File: config.mk
export PLATFORM = sky130hd
export DESIGN_NAME = motor_puertas_flat
export DESIGN_NICKNAME = d
export VERILOG_FILES = /design/src/rtl/motor_puertas_if.sv /design/src/rtl/motor_puertas.sv /design/src/flat_wrapper.sv
export SDC_FILE = /design/constraint.sdc
export NUM_CORES = 1
export LEC_CHECK = 0
export BUFFER_PORTS_ARGS = -buffer_cell sky130_fd_sc_hd__buf_2
export CAP_MARGIN = 25
export CORE_MARGIN = 2
export CORE_UTILIZATION = 35
export CTS_CLUSTER_DIAMETER = 200
export DETAILED_ROUTE_END_ITERATION = 7
export GPL_ROUTABILITY_DRIVEN = 0
export SYNTH_ARGS = -nofsm -noshare
export SYNTH_HDL_FRONTEND = slang
export SYNTH_SLANG_ARGS = --single-unit
File: constraint.sdc
create_clock -name clk -period 3.99 [get_ports clk]
set_input_delay 0 -clock clk [delete_from_list [all_inputs] [get_ports clk]]
set_output_delay 0 -clock clk [all_outputs]
set_load 0.01 [all_outputs]
File: src/rtl/motor_puertas_if.sv
// rtl/motor_puertas_if.sv - door motor command/status bundle
//
// Signals:
//   salida_puertas [1:0] command to the doors: 01 open, 10 close, 00 none, 11 illegal
//   sensor               obstruction between the doors (1 = sensed)
//   puertas        [1:0] door status: 00 closed, 01 open, 10 closing, 11 opening
//   timeout              open-dwell timeout level
//   posicion       [7:0] door position, 0 = closed, T_MOV = open
//   cmd_invalido         one-cycle pulse after an illegal command
//
// master: the door controller (drives command and sensor)
// slave : the motor block (drives status)
interface motor_puertas_if;
    logic [1:0] salida_puertas;
    logic       sensor;
    logic [1:0] puertas;
    logic       timeout;
    logic [7:0] posicion;
    logic       cmd_invalido;

    modport master (
        output salida_puertas,
        output sensor,
        input  puertas,
        input  timeout,
        input  posicion,
        input  cmd_invalido
    );

    modport slave (
        input  salida_puertas,
        input  sensor,
        output puertas,
        output timeout,
        output posicion,
        output cmd_invalido
    );
endinterface

File: src/rtl/motor_puertas.sv
// rtl/motor_puertas.sv - door motor FSM with travel position and open-dwell timeout
//
// Ports:
//   clk    rising-edge clock
//   rst_n  asynchronous active-low reset
//   bus    motor_puertas_if.slave (command/sensor in, status out)
// Parameters:
//   T_MOV     travel time in cycles between closed and open (1..255)
//   T_ABIERTA dwell cycles fully open before timeout asserts (1..65535)
// Build option:
//   SENSOR_REVERSA_EN  when defined, an obstruction while closing reverses the doors
module motor_puertas #(
    parameter int unsigned T_MOV     = 16,
    parameter int unsigned T_ABIERTA = 100
) (
    input  logic             clk,
    input  logic             rst_n,
    motor_puertas_if.slave   bus
);

    localparam logic [7:0]  POS_MAX   = 8'(T_MOV);
    localparam logic [15:0] DWELL_MAX = 16'(T_ABIERTA);

    typedef enum logic [1:0] {
        CERRADA  = 2'b00,
        ABIERTA  = 2'b01,
        CERRANDO = 2'b10,
        ABRIENDO = 2'b11
    } estado_t;

    estado_t     state_q, state_n;
    logic [7:0]  pos_q, pos_n;
    logic [15:0] dwell_q, dwell_n;
    logic        timeout_q, timeout_n;
    logic        inv_q, inv_n;

    logic        abrir, cerrar, reversa;

    always_ff @(posedge clk or negedge rst_n) begin
        if (!rst_n) begin
            state_q   <= CERRADA;
            pos_q     <= 8'd0;
            dwell_q   <= 16'd0;
            timeout_q <= 1'b0;
            inv_q     <= 1'b0;
        end else begin
            state_q   <= state_n;
            pos_q     <= pos_n;
            dwell_q   <= dwell_n;
            timeout_q <= timeout_n;
            inv_q     <= inv_n;
        end
    end

    always_comb begin
        state_n = state_q;
        pos_n   = pos_q;
        dwell_n = dwell_q;

        // 11 decodes as neither open nor close, so it behaves exactly like 00.
        abrir = (bus.salida_puertas == 2'b01);
        cerrar = (bus.salida_puertas == 2'b10);
        inv_n = (bus.salida_puertas == 2'b11);

`ifdef SENSOR_REVERSA_EN
        reversa = abrir || bus.sensor;
`else
        reversa = abrir;
`endif

        case (state_q)
            CERRADA: begin
                pos_n = 8'd0;
                if (abrir) state_n = ABRIENDO;
            end
            ABRIENDO: begin
                if (cerrar) begin
                    state_n = CERRANDO;
                end else if (pos_q >= POS_MAX - 8'd1) begin
                    // Also catches a reversal that happened right at the open end.
                    pos_n   = POS_MAX;
                    state_n = ABIERTA;
                    dwell_n = 16'd0;
                end else begin
                    pos_n = pos_q + 8'd1;
                end
            end
            ABIERTA: begin
                if (cerrar) begin
                    state_n = CERRANDO;
                end else if (abrir || bus.sensor) begin
                    dwell_n = 16'd0;
                end else if (dwell_q != DWELL_MAX) begin
                    dwell_n = dwell_q + 16'd1;
                end
            end
            CERRANDO: begin
                if (reversa) begin
                    state_n = ABRIENDO;
                end else if (pos_q <= 8'd1) begin
                    // pos 0 is possible after reversing at the very start of opening.
                    pos_n   = 8'd0;
                    state_n = CERRADA;
                end else begin
                    pos_n = pos_q - 8'd1;
                end
            end
            default: state_n = CERRADA;
        endcase

        timeout_n = (state_n == ABIERTA) && (dwell_n == DWELL_MAX);
    end

    assign bus.puertas      = state_q;
    assign bus.posicion     = pos_q;
    assign bus.timeout      = timeout_q;
    assign bus.cmd_invalido = inv_q;

endmodule

File: src/flat_wrapper.sv
// flat-port wrapper written by rule: the top's interface ports become plain ports
module motor_puertas_flat 
#(
    parameter int unsigned T_MOV     = 16,
    parameter int unsigned T_ABIERTA = 100
)
  (clk, rst_n, bus_salida_puertas, bus_sensor, bus_puertas, bus_timeout, bus_posicion, bus_cmd_invalido);
  motor_puertas_if bus_i ();
  input  logic clk;
  input  logic rst_n;
  input wire logic [$bits(bus_i.salida_puertas)-1:0] bus_salida_puertas;
  input wire logic [$bits(bus_i.sensor)-1:0] bus_sensor;
  output wire logic [$bits(bus_i.puertas)-1:0] bus_puertas;
  output wire logic [$bits(bus_i.timeout)-1:0] bus_timeout;
  output wire logic [$bits(bus_i.posicion)-1:0] bus_posicion;
  output wire logic [$bits(bus_i.cmd_invalido)-1:0] bus_cmd_invalido;
  assign bus_i.salida_puertas = bus_salida_puertas;
  assign bus_i.sensor = bus_sensor;
  assign bus_puertas = bus_i.puertas;
  assign bus_timeout = bus_i.timeout;
  assign bus_posicion = bus_i.posicion;
  assign bus_cmd_invalido = bus_i.cmd_invalido;
  motor_puertas #(.T_MOV(T_MOV), .T_ABIERTA(T_ABIERTA)) u_core (.clk(clk), .rst_n(rst_n), .bus(bus_i));
endmodule
**Word level (Yosys, flattened, before mapping)**

Index checks and enable logic that the tools add are counted.

- Output and inout bits: 12
- Register bits: 28

- Magnitude comparators: 2
- Add/sub/neg operators: 3
- Eq/ne operators: 11
- Muxes and demuxes: 18
- Reduce and logical (&&, ||, !) cells: 5

Operators by type and width:

| kind | number |
|---|---|
| two-way mux 16 bit | 5 |
| two-way mux 8 bit | 4 |
| case mux 16 bit (2 select lines) | 1 |
| case mux 8 bit (3 select lines) | 1 |
| adder 16 x 1 -> 16 bit, second input constant | 1 |
| == test 16 x 7 -> 1 bit, second input constant | 1 |
| != test 16 x 7 -> 1 bit, second input constant | 1 |
| two-way mux 2 bit | 6 |
| adder 8 x 1 -> 8 bit, second input constant | 1 |
| == test 2 bit, second input constant | 4 |
| >= comparator 8 x 4 -> 1 bit, second input constant | 1 |
| less-or-equal comparator 8 x 1 -> 1 bit, second input constant | 1 |
| case mux 2 bit (4 select lines) | 1 |
| subtractor 8 x 1 -> 8 bit, second input constant | 1 |
| == test 2 x 1 -> 1 bit, second input constant | 3 |
| != test 2 bit, second input constant | 2 |
| AND reduction 3 bit | 1 |
| nonzero test 3 bit | 1 |
| logical NOT 2 bit | 1 |
| logical AND 1 bit | 1 |
| logical OR 1 bit | 1 |

**Logic depth before layout (Yosys ltp)**

Gate-level depths: netlist of the first run.

- Word-level depth: 7
- Mapped depth: 9

**Worst setup path after synthesis of the first run**

Ideal clock, no wire load.

- Path kind: register to register
- From: reg u_core.pos_q[0] (netlist: u_core.bus.posicion[0])
- To: reg u_core.timeout_q (netlist: u_core.bus.timeout)
- Clock period less this slack: 2239 ps
- Path slack: 1751 ps
- Setup time: 96 ps
- Arrival time: 2144 ps
- Cell stages (with the launch flop): 10
- Required time: 3894 ps
- Cells stage by stage: dfrtp_1 > ha_1 > nand3_1 > nand2_1 > a31oi_1 > buf_2 > o21ai_0 > nand4_1 > or4_4 > nor4_2

- Word-level cells in the longest chain between the ends: 6
- Elaborated cells between the ends (all ways): 13
- Classes of those cells: order compare: 2; eq/ne: 2; mux: 8; reduce/logical: 1

Ends and longest elaborated chain:

| what | line | text |
|---|---|---|
| from (decl) | motor_puertas.sv:32 | `logic [7:0] pos_q, pos_n;` |
| from (signal assigned) | motor_puertas.sv:48 | `pos_q <= pos_n;` |
| >= comparator 8 x 4 -> 1 bit / less-or-equal comparator 8 x 1 -> 1 bit (equally long branches) | motor_puertas.sv:79, motor_puertas.sv:100 |  |
| two-way mux 16 bit (tied with other cells) | motor_puertas.sv:79 | `end else if (pos_q >= POS_MAX - 8'd1) begin` |
| two-way mux 16 bit (tied with other cells) | motor_puertas.sv:77 | `if (cerrar) begin` |
| case mux 16 bit (2 select lines) / case mux 2 bit (4 select lines) (equally long branches) | motor_puertas.sv:71 | `case (state_q)` |
| == test 16 x 7 -> 1 bit / == test 2 x 1 -> 1 bit (equally long branches) | motor_puertas.sv:111 | `timeout_n = (state_n == ABIERTA) && (dwell_n == DWELL_MAX);` |
| logical AND 1 bit (*) | motor_puertas.sv:111 |  |
| via u_core.timeout_n | motor_puertas.sv:34 | `logic timeout_q, timeout_n;` |
| to (signal assigned) | motor_puertas.sv:50 | `timeout_q <= timeout_n;` |
| to (decl) | motor_puertas.sv:34 |  |

The timed path passes the listed nets; every way through them passes the cells marked *.
A chain may end at the register's enable or synchronous reset.

**Worst setup path after layout of the first run**

- From: reg u_core.pos_q[5] (netlist: u_core.bus.posicion[5])
- To: reg u_core.timeout_q (netlist: u_core.bus.timeout)

- Word-level cells in the longest chain between the ends: 6
- Elaborated cells between the ends (all ways): 13
- Classes of those cells: order compare: 2; eq/ne: 2; mux: 8; reduce/logical: 1

Ends and longest elaborated chain:

| what | line | text |
|---|---|---|
| >= comparator 8 x 4 -> 1 bit | motor_puertas.sv:79 |  |
| two-way mux 16 bit | motor_puertas.sv:79 |  |
| two-way mux 16 bit | motor_puertas.sv:77 |  |
| case mux 16 bit (2 select lines) | motor_puertas.sv:71 |  |
| via u_core.dwell_n[2] | motor_puertas.sv:33 | `logic [15:0] dwell_q, dwell_n;` |
| == test 16 x 7 -> 1 bit | motor_puertas.sv:111 |  |
| logical AND 1 bit | motor_puertas.sv:111 |  |
| via u_core.timeout_n | motor_puertas.sv:34 |  |

The timed path passes the listed nets, and every way through them passes these cells.

==> out/results.txt, run 1 <==
Outcome: finished clean
Hold Crit Start: bus_salida_puertas[1]
Critical path launch point type: flip-flop
Register bit total from synthesis: 28
Vias per cell: 5.71
Yosys cell types: 47
Number of global-route vias before repair: 1,422
Reg power frac: 36.9%
Fraction of registers with async set/reset: 100%
PwrDens: 543 nW/µm²
Die Height: 76.3 µm
P_int: 616 µW
Area of the multi-input gates: 1060 µm²
Max-cap viol count: 0
# setup viols final: 0
Gate power share: 46.8%
Required time worst endpoint: 4170 ps
Count of buffer and inverter cells on the critical path: 0
Crit path kind: flip-flop to flip-flop
Final nets: 236
Cells after Synth: 214
CTS root buf: clkbuf_8
Yosys top cell by area: dfrtp_1
HP Class: input pin to flip-flop
Ranking of synthesized cells by area: dfrtp_1 (38%), o21ai_0 (6.3%), nand2_1 (5.1%)
Sequential area share after synthesis: 38.3%
GRT Residual Overflow: 0
CORE AREA: 5070 µm²
Drt drc: 0
RSZ-0062 raised after global routing: no
Area delta synth->final: 10.5%
Via count: 1,683
Final period util: 67.5%
Remaining antenna violation count: 0
Maximum clock frequency: 371 MHz
Yosys synthesis warning count: 0
Buffers on Ports: 16
First-pass DRT Iterations: 5
Post-synth EDFFs: 0
Mapped cell area: 1830 µm²
Delay-heaviest family, CP: compound AO/OA/AOI/OAI gates
Actual slew at the worst max-slew pin: 1010 ps
Ant diodes: 0
Synth top cells by count: dfrtp_1 (28), nand2_1 (25), o21ai_0 (23)
Avg Cell Area, Syn: 8.56 µm²
Critical path cell sequence: nor4_2, nand2_1, a31oi_1, o21ai_0, o21ai_0, nand3_1, nor4_2
Cts bufs inserted: 3
# rows: 26
H-tree depth: 1
Synth Flop Type: dfrtp_1
Fin. Hold Viols: 0
Net Sw Frac: 44.0%
Crit-path max cell delay: 800 ps
Slowest cell on crit path: a31oi_1
Largest net degree at the start of global routing: 29
Stages on worst setup path: 7
HPWL after DPL: 3.19 mm
Clock skew: 5.91 ps
Critical R2R Launch: u_core.bus.posicion[5]
R2R depth: 7
Static leakage: 0.000853 µW
WL per Instance: 15.0 µm
CP arrival: 2870 ps
Filler Cell Count: 532
Sw power: 483 µW
Slew Limit Fails: 0
Share of post-route cells with drive strength above 1: 12.9%
Maximum vdd drop: 0.223 mV
Initial antenna violation count: 0
Critical path fanouts, max: 13
Placed Area: 1960 µm²
Clk buf depth: 2
Gr usage total: 15.1%
Clock network latency to the later pin of the worst-skew pair: 280 ps
First-pass GRT wire length: 7.25 mm
Total I/O pin count: 17
Top-count cell post-synth: dfrtp_1
Clock Sinks: 28
Area share of the largest cell type after synthesis: 38.3%
Post-layout min period: 2690 ps
Crit. Startpoint: u_core.bus.posicion[5]
CP endpoint kind: flip-flop
Routed Wire Length: 4.42 mm
Power share of the clock group: 16.3%
Die area: 5830 µm²
Initial core utilization: 36.1%
Clock-pin slew on the worst setup and hold paths: 100 ps
Register area: 701 µm²
Finished Cell Area: 2020 µm²
Die W: 76.3 µm
TritonCTS clock tree: yes
Hold depth: 2
Post-route setup TNS: 0 ps
Post-Syn Nets: 224
Max-slew headroom: 32.2%
Initial drt markers: 158
## per-layer routing
metal	part of all wire [%]	GRT usage [%]	up-vias
li1	-	-	837
met1	50	24.3	797
met2	44	20.7	43
met3	4.3	1.54	6
met4	1.7	5.45	0
met5	0	0	-
## sequential cells by signal (all words and copies together), names as in the netlist
register and count:
u_core.bus.cmd_invalido 1, u_core.bus.puertas 2, u_core.dwell_q 16, u_core.bus.posicion 8, u_core.bus.timeout 1
## final timing paths
path	endpoint	slack [ps]
worst max-delay path	u_core.bus.timeout	1300
worst min-delay path	u_core.bus.cmd_invalido	50
worst max register to register	u_core.bus.timeout	1300
worst min register to register	u_core.dwell_q[11]	550
max in group asynchronous	u_core.dwell_q[13]	3300
min in group asynchronous	u_core.bus.posicion[1]	270
## stage by stage
stage / power, µW / util (%) / hold slack (ps) / setup slack, ps / std cells
2_1_floorplan: 776 / - / -296 / 1750 / 214
3_3_place_gp: 915 / 38.6 / 68.5 / 1440 / 290
3_5_place_dp: 920 / 38.6 / 70.1 / 1350 / 290
4_1_cts: 1100 / 39.9 / 36.0 / 1310 / 295
5_1_grt: 1200 / 39.9 / 49.2 / 1050 / 295
6_report: 1100 / 39.9 / 54.8 / 1300 / 295
## cells by family after synthesis
kind of cell             after synthesis  synth area share, %
AND/OR/NAND/NOR                       86                 26.7
AO/OA/AOI/OAI                         75                 25.7
flip-flops                            28                 38.3
buffers and inverters                 17                 3.69
adder cells (fa/ha/maj)                5                 3.42
multiplexers                           2                 1.78
XOR/XNOR                               1                0.478
## what timing repair did
item	CTS	global route
resized for setup	0	0
buffers inserted	0	0
hold buffers	1	0
hold endpoints to repair	28	0
## layout make-up
class	count	area share, %
clock buffer	4	2.72
inverter	7	1.30
multi-input combinational	169	52.6
sequential	28	34.6
tap	70	4.33
timing repair buffer	17	4.45
## cell usage in the layout, fill, tap and decap left out, types with 2 or more instances in the layout
| master | n |
|---|---|
| or4_1 | 4 |
| a31o_2 | 2 |
| o21ai_0 | 23 |
| nand3_1 | 7 |
| nand4_1 | 9 |
| nor2_1 | 11 |
| nor4_2 | 2 |
| o31ai_1 | 6 |
| a21oi_1 | 13 |
| clkbuf_8 | 4 |
| a22o_1 | 2 |
| dfrtp_1 | 28 |
| inv_1 | 7 |
| nand2b_1 | 5 |
| a31oi_1 | 8 |
| o21ai_1 | 3 |
| a41oi_1 | 3 |
| buf_2 | 16 |
| nor4bb_1 | 2 |
| o21a_1 | 3 |
| nand2_1 | 25 |
| and2_1 | 3 |
| a22oi_1 | 3 |
| nor2b_1 | 4 |
| nor3_1 | 5 |
| ha_1 | 5 |
## power by group through the flow
stage          Sequential, µW  Combinational [µW]  Clock [µW]
2_1_floorplan             410                 365           0
3_3_place_gp              409                 505           0
3_5_place_dp              410                 510           0
4_1_cts                   405                 511         185
5_1_grt                   419                 579         198
6_report                  406                 514         179
Power figures use the tool's default switching activity.
==> inputs of run 2 (changes only) <==
Clock period 3.99 ns to 2.6 ns, I/O delays scaled along.
==> run 2 against run 1 <==
Effect of this change: via count is 6.3% higher; largest power group unchanged; final area is 2.7% higher; sequential cell count stayed put; wire length is 5.3% higher; critical path depth is 2 higher; largest cell class unchanged; total power is 59% higher; clock power is 37% higher.
==> out/results.txt, run 2 (synthesis gave the netlist of run 1 again) <==
Hold depth: 2 (unchanged)
Die Height: 76.3 µm (unchanged)
Maximum clock frequency: 423 MHz (+14%)
PwrDens: 840 nW/µm² (+55%)
Clock network latency to the later pin of the worst-skew pair: 270 ps (about the same)
Clock skew: 2.67 ps (-3.23 ps)
Total power: 1740 µW (+59%)
Maximum vdd drop: 0.443 mV (+99%)
Hold Path End: u_core.bus.cmd_invalido
Clk buf depth: 2 (unchanged)
Filler Cell Count: 540 (+1.5%)
Die W: 76.3 µm (unchanged)
Routed Wire Length: 4.65 mm (+5.3%)
Largest net degree at the start of global routing: 29 (unchanged)
Static leakage: 0.000888 µW (+4.1%)
Drt drc: 0 (unchanged)
Critical path launch point type: flip-flop
Critical path fanouts, max: 9 (-4)
CTS-repair resized insts: 0 (unchanged)
Slew Limit Fails: 0 (unchanged)
WL per Instance: 15.3 µm (+2.5%)
Share of post-route cells with drive strength above 1: 15.9% (+3.0 points)
TritonCTS clock tree: yes
Gr usage total: 16.6% (+1.5 points)
R2R depth: 9 (+2)
Clock-pin slew on the worst setup and hold paths: 100 ps (about the same)
Total I/O pin count: 17 (unchanged)
HPWL after DPL: 3.41 mm (+7.0%)
# setup viols final: 0 (unchanged)
Worst Slack Setup Final: 238 ps (-1060 ps)
Buffers on Ports: 16 (unchanged)
Die area: 5830 µm² (unchanged)
Clock Sinks: 28 (unchanged)
Crit path kind: flip-flop to flip-flop
Remaining antenna violation count: 0 (unchanged)
Outcome: finished clean
CP endpoint kind: flip-flop
Final nets: 245 (+3.8%)
Area delta synth->final: 13.4%
H-tree depth: 1 (unchanged)
Final period util: 90.8% (+23 points)
Number of global-route vias before repair: 1,588 (+12%)
Via count: 1,789 (+6.3%)
HP Class: input pin to flip-flop
Post CTS Setup Buffer Count: 0 (unchanged)
Capturing point of the worst reg2reg path: u_core.bus.timeout
First-pass DRT Iterations: 4 (-1)
Largest reg by FF count: u_core.dwell_q
Initial core utilization: 36.1% (unchanged)
Commonest non-fill, non-tap cell in the layout: dfrtp_1
Commonest cells after routing, fill and taps aside: dfrtp_1 (28), nand2_1 (25), o21ai_0 (23)
Initial drt markers: 169 (+7.0%)
Hold_buf cts: 1 (unchanged)
CP arrival: 2550 ps (-320 ps)
Post-layout min period: 2360 ps (-333 ps)
Hold Crit Start: bus_salida_puertas[1]
Initial antenna violation count: 0 (unchanged)
Largest register FFs: 16 (unchanged)
Max-slew headroom: 51.0% (+19 points)
Flop2flop setup slack: 240 ps (-1060 ps)
RSZ-0062 raised after global routing: no
GRT Residual Overflow: 0 (unchanged)
Ant diodes: 0 (unchanged)
CORE AREA: 5070 µm² (unchanged)
Post-route setup TNS: 0 ps (unchanged)
Actual slew at the worst max-slew pin: 735 ps (-277 ps)
Max-cap viol count: 0 (unchanged)
Critical R2R Launch: u_core.bus.posicion[1]
Cts bufs inserted: 3 (unchanged)
CTS root buf: clkbuf_8
Required time worst endpoint: 2780 ps (-1390 ps)
Pre-CTS WS: 292 ps (-1050 ps)
First-pass GRT wire length: 7.96 mm (+9.7%)
# rows: 26 (unchanged)
Vias per cell: 5.90 (+3.5%)
Fin. Hold Viols: 0 (unchanged)
run 2: cell count changes in the layout (fill, tap and decap cells not counted), sizes merged:
cell / before / now
clkbuf: 4 / 3
buf: 16 / 25
run 2: cell type report:
type	count	area [µm²]	area share (%)
Clock buffer	3	41.3	1.99
Inverter	7	26.3	1.27
Multi-Input combinational cell	169	1060	51.2
Sequential cell	28	701	33.7
Tap cell	70	87.6	4.22
Timing Repair Buffer	26	158	7.59
run 2: per-layer routing:
| metal | global-route usage, % | share of wire, % | vias up |
|---|---|---|---|
| li1 | - | - | 850 |
| met1 | 25.1 | 48 | 880 |
| met2 | 24.9 | 46 | 57 |
| met3 | 1.78 | 5.1 | 2 |
| met4 | 5.27 | 0.73 | 0 |
| met5 | 0 | 0 | - |
run 2: worst max path at each step:
stage,startpoint,endpoint,cells past startpoint
final,u_core.bus.posicion[1],u_core.bus.timeout,9
after global routing,u_core.bus.posicion[1],u_core.bus.timeout,9
after CTS,u_core.bus.posicion[1],u_core.bus.timeout,9
after detailed placement,u_core.bus.posicion[1],u_core.bus.timeout,9
after global placement,u_core.bus.posicion[1],u_core.bus.timeout,9
after floorplan,u_core.bus.posicion[0],u_core.bus.timeout,9
run 2: metrics by stage:
| stage | utilization, % | cell area (µm²) | hold slack, ps | instances |
|---|---|---|---|---|
| after floorplan | - | 1830 | -296 | 214 |
| after global placement | 39.9 | 2030 | 73.0 | 299 |
| after detailed placement | 39.9 | 2030 | 72.7 | 299 |
| after CTS | 40.9 | 2080 | 57.6 | 303 |
| after global routing | 40.9 | 2080 | 76.7 | 303 |
| final | 40.9 | 2080 | 63.9 | 303 |
run 2: worst max-delay path: stages, from the launching register on:
cell and delay, ps:
dfrtp_1 440, ha_1 230, nand3_1 110, nand2_1 100, a31oi_1 120, buf_4 200
o21ai_0 160, o31ai_1 110, or4_4 560, nor4_2 230
run 2: power breakdown:
group	switching, µW	internal (µW)	leakage (µW)
combinational	538	370	0.000489
sequential	85.7	506	0.000378
clock	140	104	0.0000216
total	764	980	0.000888
